<file path="src/rtl/extremum_finder.sv">
// rtl/extremum_finder.sv - windowed signed min/max monitor on an AXI-Stream sample path
// Optional midpoint output EF_center is enabled by defining EXTREMUM_FINDER_CENTER_EN.
module extremum_finder #(
  parameter int AXIS_TDATA_WIDTH = 32,
  parameter int RESULT_WIDTH     = 16
) (
  input  logic                          SYS_aclk,
  input  logic                          SYS_areset,
  input  logic [4:0]                    EF_log_count,
  input  logic [2:0]                    EF_shift,
  input  logic [AXIS_TDATA_WIDTH-1:0]   S_AXIS_tdata,
  input  logic                          S_AXIS_tvalid,
  output logic                          S_AXIS_tready,
`ifdef EXTREMUM_FINDER_CENTER_EN
  output logic [RESULT_WIDTH-1:0]       EF_center,
`endif
  output logic [2*RESULT_WIDTH-1:0]     M_AXIS_tdata,
  output logic                          M_AXIS_tvalid
);

  localparam int DW = AXIS_TDATA_WIDTH;
  localparam int RW = RESULT_WIDTH;

  // Clamp bounds carried at DW+1 bits so the center path can share them.
  localparam logic signed [DW:0] SAT_HI = $signed({{(DW-RW+2){1'b0}}, {(RW-1){1'b1}}});
  localparam logic signed [DW:0] SAT_LO = $signed({{(DW-RW+2){1'b1}}, {(RW-1){1'b0}}});

  typedef enum logic {ST_IDLE, ST_RUN} state_t;

  state_t                 r_state;
  state_t                 w_state_next;
  logic [30:0]            r_count;
  logic [30:0]            r_last;
  logic signed [DW-1:0]   r_min;
  logic signed [DW-1:0]   r_max;
  logic [2*RW-1:0]        r_tdata;
  logic                   r_tvalid;

  logic                   w_start;
  logic                   w_update;
  logic                   w_end;
  logic signed [DW-1:0]   w_sample;
  logic signed [DW-1:0]   w_lo;
  logic signed [DW-1:0]   w_hi;
  logic signed [DW-1:0]   w_max_sh;
  logic signed [DW-1:0]   w_min_sh;
  logic [30:0]            w_last_new;

  function automatic logic [RW-1:0] f_sat(input logic signed [DW:0] v);
    if (v > SAT_HI)
      return SAT_HI[RW-1:0];
    else if (v < SAT_LO)
      return SAT_LO[RW-1:0];
    else
      return v[RW-1:0];
  endfunction

  assign S_AXIS_tready = 1'b1;
  assign M_AXIS_tdata  = r_tdata;
  assign M_AXIS_tvalid = r_tvalid;

  assign w_sample   = $signed(S_AXIS_tdata);
  assign w_lo       = (w_sample < r_min) ? w_sample : r_min;
  assign w_hi       = (w_sample > r_max) ? w_sample : r_max;
  assign w_max_sh   = w_hi >>> EF_shift;
  assign w_min_sh   = w_lo >>> EF_shift;
  // N-1 for the incoming window; wraps to all ones for N = 2^31.
  assign w_last_new = (31'd1 << EF_log_count) - 31'd1;

  always_comb begin
    w_state_next = r_state;
    w_start      = 1'b0;
    w_update     = 1'b0;
    w_end        = 1'b0;
    case (r_state)
      ST_IDLE: begin
        if (EF_log_count != 5'd0) begin
          w_state_next = ST_RUN;
          w_start      = S_AXIS_tvalid;
        end
      end
      ST_RUN: begin
        // Between windows a zero log_count parks the block; mid-window it is ignored.
        if (r_count == 31'd0) begin
          if (EF_log_count == 5'd0)
            w_state_next = ST_IDLE;
          else
            w_start = S_AXIS_tvalid;
        end else if (S_AXIS_tvalid) begin
          w_update = 1'b1;
          w_end    = (r_count == r_last);
        end
      end
      default: w_state_next = ST_IDLE;
    endcase
  end

  always_ff @(posedge SYS_aclk) begin
    if (SYS_areset) begin
      r_state  <= ST_IDLE;
      r_count  <= '0;
      r_last   <= '0;
      r_min    <= '0;
      r_max    <= '0;
      r_tdata  <= '0;
      r_tvalid <= 1'b0;
    end else begin
      r_state  <= w_state_next;
      r_tvalid <= w_end;
      if (w_start) begin
        r_min   <= w_sample;
        r_max   <= w_sample;
        r_count <= 31'd1;
        r_last  <= w_last_new;
      end else if (w_update) begin
        r_min   <= w_lo;
        r_max   <= w_hi;
        r_count <= w_end ? 31'd0 : r_count + 31'd1;
      end
      if (w_end)
        r_tdata <= {f_sat({w_max_sh[DW-1], w_max_sh}), f_sat({w_min_sh[DW-1], w_min_sh})};
    end
  end

`ifdef EXTREMUM_FINDER_CENTER_EN
  logic signed [DW:0] w_sum;
  logic signed [DW:0] w_center_sh;
  logic [RW-1:0]      r_center;

  // One guard bit keeps max+min exact before halving.
  assign w_sum       = $signed({w_hi[DW-1], w_hi}) + $signed({w_lo[DW-1], w_lo});
  assign w_center_sh = (w_sum >>> 1) >>> EF_shift;
  assign EF_center   = r_center;

  always_ff @(posedge SYS_aclk) begin
    if (SYS_areset)
      r_center <= '0;
    else if (w_end)
      r_center <= f_sat(w_center_sh);
  end
`endif

endmodule

</file>
<file path="config.mk">
export PLATFORM = sky130hd
export DESIGN_NAME = extremum_finder
export DESIGN_NICKNAME = d
export VERILOG_FILES = /design/src/rtl/extremum_finder.sv
export SDC_FILE = /design/constraint.sdc
export NUM_CORES = 1
export LEC_CHECK = 0
export BUFFER_PORTS_ARGS = -buffer_cell sky130_fd_sc_hd__buf_4
export CORE_ASPECT_RATIO = 0.7
export CORE_MARGIN = 3
export CORE_UTILIZATION = 28
export DETAILED_ROUTE_END_ITERATION = 7
export PLACE_DENSITY = 0.54
export REMOVE_ABC_BUFFERS = 1
export SYNTH_ARGS = -nofsm -noshare
export SYNTH_HDL_FRONTEND = slang
export SYNTH_SLANG_ARGS = --single-unit
</file>
<file path="constraint.sdc">
create_clock -name SYS_aclk -period 8.6 [get_ports SYS_aclk]
set_input_delay 1.29 -clock SYS_aclk [delete_from_list [all_inputs] [get_ports SYS_aclk]]
set_output_delay 1.29 -clock SYS_aclk [all_outputs]
set_load 0.1 [all_outputs]
</file>
[Word-level counts from Yosys, hierarchy flattened]
Index checks and enable logic that the tools add are counted.
Word-level totals
  register bits: 160
  input port bits: 43
  output and inout bits: 34
  word-level logic and storage cells: 53
Operators by class
  add/subtract/negate cells: 2
  $lt $le $gt $ge: 6
  equal/unequal tests: 1
  shift operators: 3
  mux-type cells: 27
  bitwise operators: 1
  reduce and logical (&&, ||, !) cells: 5
Operators by type and width (number)
  two-way mux 32 bit: 6
  > comparator 32 x 16 -> 1 bit (second input constant): 2
  less-than comparator 32 x 16 -> 1 bit (second input constant): 2
  two-way mux 16 bit: 4
  >>> shifter 32 x 3 -> 32 bit: 2
  > comparator 32 bit: 1
  less-than comparator 32 bit: 1
  adder 31 x 1 -> 31 bit (second input constant): 1
  == test 31 bit: 1
  logical NOT 31 bit: 1
  two-way mux 31 bit: 1
  << shifter 1 x 5 -> 31 bit (first input constant): 1
  subtractor 31 x 1 -> 31 bit (second input constant): 1
  two-way mux 1 bit: 14
  logical NOT 5 bit: 1
  nonzero test 5 bit: 1
  case mux 1 bit (2 select lines): 2
  nonzero test 2 bit: 1
  OR reduction 2 bit: 1
  NOT 1 bit: 1

[Logic depth before layout (Yosys ltp)]
Gate-level depths: netlist (run 1).
  depth after elaboration: 7
  gate-level depth with buffers: 18
  mapped depth without buffers: 14

[Least setup slack after synthesis (run 1)]
Ideal clock, no wire load.
  path type: input to register
  from: input port S_AXIS_tdata[19]
  to: register r_tdata[14], in the netlist M_AXIS_tdata[14]
  library setup time: 114 ps
  arrival: 4677 ps
  data required time: 8486 ps
  path slack: 3809 ps
  stages on the path: 14
  path buffers: 2
  cell sequence: ha_1 a211oi_1 o21ai_1 a211oi_1 o2111ai_1 o31ai_2 buf_6 mux2_2 mux2_2 mux4_2 nor4b_4 a41oi_4 buf_8 o2bb2ai_2
Between the ends
  word-level cells in the longest chain between the ends: 6
  elaborated cells on any way between the ends: 7
  classes of those cells: 3 x order compare; 1 x shift; 3 x mux
RTL lines
  start: declaration: line 11  | input logic [AXIS_TDATA_WIDTH-1:0] S_AXIS_tdata,
  less-than comparator 32 bit: line 63  | assign w_lo = (w_sample < r_min) ? w_sample : r_min;
  two-way mux 32 bit (*): line 63
  >>> shifter 32 x 3 -> 32 bit (*): line 66  | assign w_min_sh = w_lo >>> EF_shift;
  less-than comparator 32 x 16 -> 1 bit: line 52  | else if (v < SAT_LO)
  two-way mux 16 bit: line 52
  two-way mux 16 bit (*): line 50  | if (v > SAT_HI)
  end signal: assignment: line 121  | r_tdata <= {f_sat({w_max_sh[DW-1], w_max_sh}), f_sat({w_min_sh[DW-1], w_min_sh})};
  end: declaration: line 36  | logic [2*RW-1:0] r_tdata;
Every way passes the cells marked *; elsewhere a longest branch is shown, timed or not.
A chain may end at the register's enable or synchronous reset.

[Worst setup path after layout (run 1)]
  from: input port S_AXIS_tdata[19]
  to: register r_tdata[5], in the netlist M_AXIS_tdata[5]
The elaborated chain is that of the path after synthesis.

==> summary.txt, run 1 <==
antenna-violating nets left = 0
Die ar. = 45700 µm²
#FFs+latches synth = 160
number of enable flip-flop cells after synthesis = 0
CP arrival = 6.25 ns
Routed WL per cell = 19.1 µm
clock slew at reported path FFs = 0.08 ns
Primary FF master, synth = dfxtp_1
Syn-to-layout area delta = 12.7%
setup TNS = 0 ns
leak pwr = 0.00524 µW
via count = 11100
yosys warns = 0
Vias per Instance = 5.35
fmax = 0.168 GHz
CP Cell Sequence = buf_4, ha_1, a211oi_1, o21ai_1, a211oi_1, o2111ai_1, o31ai_4, buf_4, mux2i_1, and2_1, a211oi_1, or3_1, nor3_1, a41oi_4, o2bb2ai_2
Placed Cells = 2039
global-route wire length before repair = 61700 µm
CTS resizes = 0
worst hold path class = reg -> reg
cell taking the most area after synthesis = dfxtp_1
largest net degree at the start of global routing = 81
Die Y = 180 µm
synthesized cell area = 12100 µm²
skew final = 0.0195 ns
share of cells above drive strength 1 = 13.3%
Worst path most repeated cell = a211oi_1
RD Place Congestion = 0.879
number of I/O pins = 77
met3 wire length = 3310 µm
fin. max-slew vios = 0
commonest non-fill, non-tap cells in the layout = nand2_1, dfxtp_1, nor2_1
RSZ-0062 raised after global routing = false
global route overflow = 0
Buffers on Ports = 75
status = finished clean
Critical Path Max Stage Delay = 1.02 ns
maxcap violations = 0
Final nets = 1615
CP delay by family, top = compound AO/OA/AOI/OAI gates
Iter 0 DRT Violations = 1064
DRT Pass-1 Iters = 6
Top Layer Used = met4
Synth cell types = 78
Num CTS Buffers = 17
worst slew pin tran = 1.17 ns
Mapped Cells = 1501
routed wire length = 39600 µm
num rows = 63
Worst EP required = 8.90 ns
hpwl dp = 29000 µm
crit end category = flip-flop
metal2 WL = 15500 µm
startpoint types = input port
Max Root-Sink Buffers = 2
final clock period utilization by the worst path = 69.2%
CTS tree = yes
Layout Cells excl Fill = 2071
initial core utilization = 28.4%
slowest CP cell = o31ai_4
Pwr Density = 171 nW/µm²
Worst Path Buf+Inv = 2
Worst Setup Path Type = in -> reg
wl on met1 = 20500 µm
Sink Count = 160
Yosys top cell area share = 26.5%
vias in the first global route = 10100
Tmin final = 5.95 ns
Post-Syn Area per Cell = 8.05 µm²
Post-CTS Setup Inserts = 0
Die X = 254 µm
Fin. Hold Viols = 0
clock latency on the worst-skew pair = 0.46 ns
GRT Overall Usage = 17.2%
initial antenna violation count = 0
worst slew margin relative to its limit = 22.3%
commonest non-fill, non-tap cell in the layout = nand2_1
DRC viols = 0
sequential cell area fraction in the yosys report = 26.5%
core area = 42500 µm²
main area contributors after synthesis = dfxtp_1, mux2i_1, nand2_1
number of antenna repair diodes = 0
cts hold-fix bufs = 0
Final setup viols = 0
asr flop ratio synth = 0%
CTS H-tree lvls = 4
Crit Path Max Fanout = 21
clock root buffer master = clkbuf_16
Worst IR Drop VDD = 136 µV
==> where the power goes <==
group / switching, µW / total (µW) / internal, µW
registers: 36.6 / 815 / 778
logic: 450 / 719 / 269
clock network: 406 / 802 / 396
total: 892 / 2340 / 1440
==> state kept, by name (all words and copies together), names as in the netlist <==
name and cells:
r_min 32, r_last 31, r_max 32, r_state 1
M_AXIS_tvalid 1, r_count 31, M_AXIS_tdata 32
==> cell type report <==
type / instances / area, µm²
timing repair buffer: 88 / 661
tap: 552 / 691
fill: 4478 / 28900
clock inverter: 15 / 191
sequential: 160 / 3200
inverter: 78 / 293
clock buffer: 17 / 425
multi-input combinational: 1161 / 8160
==> worst paths after layout <==
path / start / to / slack (ns) / cells after the start
min reg2reg: r_last[17] / r_last[17] / 0.47 / 2
max: S_AXIS_tdata[19] / M_AXIS_tdata[5] / 2.65 / 15
max reg2reg: r_min[31] / M_AXIS_tdata[5] / 3.20 / 15
min: r_last[17] / r_last[17] / 0.47 / 2
==> stage by stage <==
stage               instance area, µm²  utilization [%]  hold WS [ns]  setup WS, ns  total power [µW]
finish                           13600             32.1         0.467          2.65              2340
global route                     13600             32.1         0.482          2.32              2460
CTS                              13600             32.1         0.469          2.72              2340
detailed placement               13000             30.6         0.458          2.22              1530
global placement                 13000             30.6         0.455          2.39              1530
floorplan                        11600                -         0.438          1.47              1280
==> metal layers <==
metal  global-route usage [%]  vias up
met3                     4.05       16
li1                         -     5379
met2                     22.4      402
met5                        0        -
met1                     27.9     5282
met4                     3.23        0
==> worst register-to-register path, cell delays in order (launching register included) <==
cell and delay [ns]:
dfxtp_1 0.46, inv_1 0.10, ha_1 0.22, a211oi_1 0.21
o21ai_1 0.10, a211oi_1 0.27, o2111ai_1 0.19, o31ai_4 1.02
buf_4 0.38, mux2i_1 0.62, and2_1 0.26, a211oi_1 0.07
or3_1 0.39, nor3_1 0.32, a41oi_4 0.38, o2bb2ai_2 0.24
==> Yosys cell counts, types with 28 or more instances <==
master / number
a211oi_1: 37
a21oi_1: 106
clkbuf_1: 71
dfxtp_1: 160
ha_1: 66
inv_1: 77
mux2i_1: 110
mux4_2: 33
nand2_1: 231
nand3_1: 28
nand4_1: 28
nor2_1: 158
nor3_1: 29
o21ai_0: 43
xor2_1: 36
==> cells by family after synthesis <==
group                      count (synthesis)  share of synthesized area (%)
AOI/OAI and AO/OA                        318                           18.4
xor gates and xnor gates                  57                           4.13
adders and majority gates                 66                           6.83
buffers and inverters                    180                           6.30
DFF                                      160                           26.5
muxes                                    164                           17.3
other                                      1                         0.0310
and+or+nand+nor                          555                           20.5
(Power assumes the default switching activity.)
==> inputs of run 2 (changes only) <==
==> constraint.sdc (replaced) <==
create_clock -name SYS_aclk -period 5.83 [get_ports SYS_aclk]
set_input_delay 0.8745 -clock SYS_aclk [delete_from_list [all_inputs] [get_ports SYS_aclk]]
set_output_delay 0.8745 -clock SYS_aclk [all_outputs]
set_load 0.1 [all_outputs]
==> run 2 against run 1 <==
  * Non-clock buffer count is 11 higher
  * Clock skew is 0.0040 ns lower
  * Cell count is 0.53% higher
  * First-iteration DRC count is 4.6% lower
  * Critical path depth stayed put
  * Register-to-register slack worse by 2.2 ns
  * Clock-buffer cell count stayed put
  * Clock power is 47% higher
  * Sequential share of layout area is 0.21 points lower
==> summary.txt, run 2 (synthesis gave the netlist of run 1 again) <==
status = finished clean
initial core utilization = 28.4%
initial antenna violation count = 0
Pwr Density = 252 nW/µm²
Tmin final = 5.01 ns
fin. max-slew vios = 0
Post-CTS Setup Inserts = 0
via count = 11200
CTS tree = yes
Util after Layout = 32.4%
Worst EP required = 6.17 ns
Syn-to-layout area delta = 13.8%
DRC viols = 0
worst slew margin relative to its limit = 28.5%
antenna-violating nets left = 0
Max Root-Sink Buffers = 2
global-route wire length before repair = 63400 µm
RSZ-0062 raised after global routing = false
Final nets = 1626
core area = 42500 µm²
Worst Setup Path Type = in -> reg
vias in the first global route = 10500
number of antenna repair diodes = 0
RD Place Congestion = 0.866
cts hold-fix bufs = 0
worst hold path class = reg -> reg
Hold EP = r_last[21]
commonest non-fill, non-tap cell in the layout = nand2_1
share of cells above drive strength 1 = 13.9%
num rows = 63
Die Y = 180 µm
routed wire length = 40300 µm
Buffers on Ports = 75
number of I/O pins = 77
largest net degree at the start of global routing = 52
hold path depth = 2
Crit Path Max Fanout = 19
CP arrival = 5.35 ns
maxcap violations = 0
CTS resizes = 0
Fin. Hold Viols = 0
Final setup viols = 0
Iter 0 DRT Violations = 1015
Vias per Instance = 5.39
CTS H-tree lvls = 4
global route overflow = 0
hpwl dp = 30100 µm
Sink Count = 160
Num CTS Buffers = 17
final clock period utilization by the worst path = 86.0%
commonest non-fill, non-tap cells in the layout = nand2_1, dfxtp_1, nor2_1
hold_sp = r_last[21]
fmax = 0.199 GHz
Routed WL per cell = 19.4 µm
leak pwr = 0.00530 µW
R2R Setup Slk = 0.96 ns
skew final = 0.0155 ns
setup TNS = 0 ns
DRT Pass-1 Iters = 5
clock slew at reported path FFs = 0.08 ns
clock latency on the worst-skew pair = 0.45 ns
Layout Cells excl Fill = 2082
worst slew pin tran = 1.07 ns
Placed Cells = 2050
worst reg2reg endpoint = M_AXIS_tdata[2]
clock root buffer master = clkbuf_16
Worst IR Drop VDD = 181 µV
GRT Overall Usage = 17.6%
crit end category = flip-flop
worst hold margin = 0.471 ns
Die ar. = 45700 µm²
startpoint types = input port
Die X = 254 µm
FF-to-FF Start = r_min[31]
Register-to-Register Path Depth = 15
[run 2: area by class of cell]
type / count / area (µm²)
Fill cell: 4457 / 28700
Multi-Input combinational cell: 1161 / 8160
Sequential cell: 160 / 3200
Clock inverter: 15 / 196
Tap cell: 552 / 691
Timing Repair Buffer: 99 / 781
Inverter: 78 / 293
Clock buffer: 17 / 425
[run 2: power breakdown]
group	leakage [µW]	total (µW)	internal (µW)	switching, µW
sequential	0.00131	1210	1150	58.2
combinational	0.00370	1080	411	671
clock	0.000291	1180	583	595
total	0.00530	3470	2140	1320
[run 2: through the flow]
stage	total power, µW	cell area, µm²	worst slack (ns)
floorplan	1900	11600	-0.887
global placement	2270	13100	0.429
detailed placement	2280	13100	0.438
CTS	3470	13700	0.954
global route	3640	13700	0.516
finish	3470	13700	0.816
[run 2: worst max path at each step]
stage / startpoint / endpoint / slack, ns / cells past startpoint
floorplan: S_AXIS_tdata[19] / M_AXIS_tdata[0] / -0.89 / 12
global placement: S_AXIS_tdata[19] / M_AXIS_tdata[0] / 0.43 / 15
detailed placement: S_AXIS_tdata[19] / M_AXIS_tdata[2] / 0.44 / 15
CTS: S_AXIS_tdata[19] / M_AXIS_tdata[4] / 0.95 / 15
global route: S_AXIS_tdata[19] / M_AXIS_tdata[4] / 0.52 / 15
finish: S_AXIS_tdata[19] / M_AXIS_tdata[2] / 0.82 / 15
[run 2: worst max-delay path: stages]
cell,delay [ns]
buf_4,0.15
ha_1,0.32
a211oi_1,0.24
o21ai_1,0.10
a211oi_1,0.28
o2111ai_1,0.20
o31ai_4,0.51
buf_4,0.43
mux2i_1,0.59
mux2i_1,0.21
mux2i_1,0.31
mux2i_4,0.13
nor4b_4,0.34
a41oi_4,0.37
o2bb2ai_1,0.24
[run 2: metal layers]
layer	GRT usage, %	part of all wire, %	wire length [µm]	vias to the layer above
met5	0	0	0	-
met4	4.03	1.2	482	0
met3	4.57	8.0	3210	34
met2	22.5	38	15300	381
met1	28.4	53	21300	5410
li1	-	-	-	5403
==> inputs of run 3 (changes only) <==
--- a/config.mk
+++ b/config.mk
@@ -10,6 +10,7 @@
 export CORE_MARGIN = 3
 export CORE_UTILIZATION = 28
 export DETAILED_ROUTE_END_ITERATION = 7
+export GPL_ROUTABILITY_DRIVEN = 0
 export PLACE_DENSITY = 0.54
 export REMOVE_ABC_BUFFERS = 1
 export SYNTH_ARGS = -nofsm -noshare
==> constraint.sdc (replaced) <==
create_clock -name SYS_aclk -period 4.7 [get_ports SYS_aclk]
set_input_delay 0.705 -clock SYS_aclk [delete_from_list [all_inputs] [get_ports SYS_aclk]]
set_output_delay 0.705 -clock SYS_aclk [all_outputs]
set_load 0.1 [all_outputs]
==> run 3 against run 2 <==
  * Non-clock buffer count increased by 50
  * Worst hold slack lost 0.0010 ns
  * Core utilization is 0.91 points higher
  * Sequential cell count unchanged
  * Combinational power rose by 32%
  * Routed wire length up 1.2%
  * Critical path type is now reg -> reg
  * Critical endpoint is now M_AXIS_tdata[22]
  * Highest routed layer unchanged
==> summary.txt, run 3 (synthesis gave the netlist of run 1 again) <==
initial antenna violation count = 0
core area = 42500 µm²
initial core utilization = 28.4%
clock root buffer master = clkbuf_16
CTS tree = yes
GRT Overall Usage = 17.7%
CP delay by family, top = simple AND/OR/NAND/NOR gates
global route overflow = 0
worst slew pin tran = 0.767 ns
final clock period utilization by the worst path = 96.6%
DRT Pass-1 Iters = 5
maxcap violations = 0
Worst Setup Path Type = reg -> reg
CP arrival = 4.84 ns
crit end category = flip-flop
slowest CP cell = dfxtp_1
clock slew at reported path FFs = 0.08 ns
share of cells above drive strength 1 = 16.6%
Worst path most repeated cell = buf_12
CTS resizes = 0
Layout Cells excl Fill = 2131
total power draw = 4420 µW
Syn-to-layout area delta = 17.0%
status = finished clean
cts hold-fix bufs = 0
CP Cell Sequence = inv_1, ha_1, nand4_1, nor4_1, buf_4, o31ai_1, a221oi_4, buf_12, mux4_2, a22oi_1, nand2_1, or3_1, o41ai_4, buf_12, a211oi_1
Placed Cells = 2100
commonest non-fill, non-tap cell in the layout = nand2_1
FF/Latch Area = 3200 µm²
clock latency on the worst-skew pair = 0.45 ns
RSZ-0062 raised after global routing = false
leak pwr = 0.00555 µW
via count = 11400
Sink Count = 160
Num CTS Buffers = 17
routed wire length = 40800 µm
Routed WL per cell = 19.2 µm
worst hold path class = reg -> reg
number of antenna repair diodes = 0
fmax = 0.220 GHz
Worst Path Buf+Inv = 4
number of I/O pins = 77
Vias per Instance = 5.35
Final nets = 1676
skew final = 0.0130 ns
global-route wire length before repair = 63600 µm
Fin. Hold Viols = 0
Worst IR Drop VDD = 268 µV
Worst EP required = 5.00 ns
Iter 0 DRT Violations = 1342
fin. max-slew vios = 0
Die Y = 180 µm
Post-CTS Setup Inserts = 0
largest net degree at the start of global routing = 63
hpwl dp = 30100 µm
worst hold margin = 0.470 ns
antenna-violating nets left = 0
Crit Path Max Fanout = 23
startpoint types = flip-flop
vias in the first global route = 10500
commonest non-fill, non-tap cells in the layout = nand2_1, dfxtp_1, nor2_1
Max Root-Sink Buffers = 2
area occupied by multi-input gates = 8160 µm²
Critical Path Max Stage Delay = 0.57 ns
Die ar. = 45700 µm²
Buffers on Ports = 75
CTS H-tree lvls = 4
worst slew margin relative to its limit = 48.9%
FILL cells = 4413
num rows = 63
Final setup viols = 0
Die X = 254 µm
Pwr Density = 312 nW/µm²
Tmin final = 4.54 ns
DRC viols = 0
-- run 3: changes by cell type in the layout (fill, tap and decap cells not counted), moves of 2 or more --
| cell | delta |
|---|---|
| bufinv_16 | +2 |
| buf_12 | +2 |
| buf_4 | +48 |
| inv_6 | +2 |
| clkinv_8 | -7 |
-- run 3: final cells by class --
cell class                      instances  share of cell area [%]
Timing Repair Buffer                  149                    8.36
Clock inverter                         13                    1.20
Inverter                               78                    2.07
Tap cell                              552                    4.89
Sequential cell                       160                    22.7
Clock buffer                           18                    3.11
Multi-Input combinational cell       1161                    57.7
-- run 3: through the flow --
step                      setup WS [ns]  setup TNS, ns  utilization (%)  area (µm²)
after floorplan                   -1.85        -104.86                -       11600
after global placement           0.0260              0             31.8       13500
after detailed placement        0.00782              0             31.8       13500
after CTS                         0.216              0             33.3       14100
after global routing             0.0252              0             33.3       14100
final                             0.160              0             33.3       14100
-- run 3: final timing paths --
path | end | cells after the start | slack [ns] | startpoint
worst max-delay path | M_AXIS_tdata[22] | 15 | 0.16 | r_max[31]
worst min-delay path | r_last[21] | 2 | 0.47 | r_last[21]
worst max register to register | M_AXIS_tdata[22] | 15 | 0.16 | r_max[31]
worst min register to register | r_last[21] | 2 | 0.47 | r_last[21]
-- run 3: worst register-to-register path, cell delays in order (launching register included) --
cell	delay, ns
dfxtp_1	0.57
inv_1	0.11
ha_1	0.35
nand4_1	0.18
nor4_1	0.46
buf_4	0.19
o31ai_1	0.11
a221oi_4	0.33
buf_12	0.23
mux4_2	0.44
a22oi_1	0.23
nand2_1	0.11
or3_1	0.46
o41ai_4	0.36
buf_12	0.19
a211oi_1	0.08
-- run 3: where the power goes --
| group | total (µW) | switching [µW] | internal [µW] |
|---|---|---|---|
| Combinational | 1430 | 849 | 586 |
| Clock | 1490 | 670 | 817 |
| Sequential | 1500 | 71.6 | 1420 |
| Total | 4420 | 1590 | 2830 |
-- run 3: metal layers --
| layer | track usage [%] | routed length [µm] |
|---|---|---|
| met1 | 29.2 | 21900 |
| met3 | 3.72 | 2890 |
| met2 | 22.6 | 15600 |
| met4 | 3.69 | 458 |
| met5 | 0 | 0 |
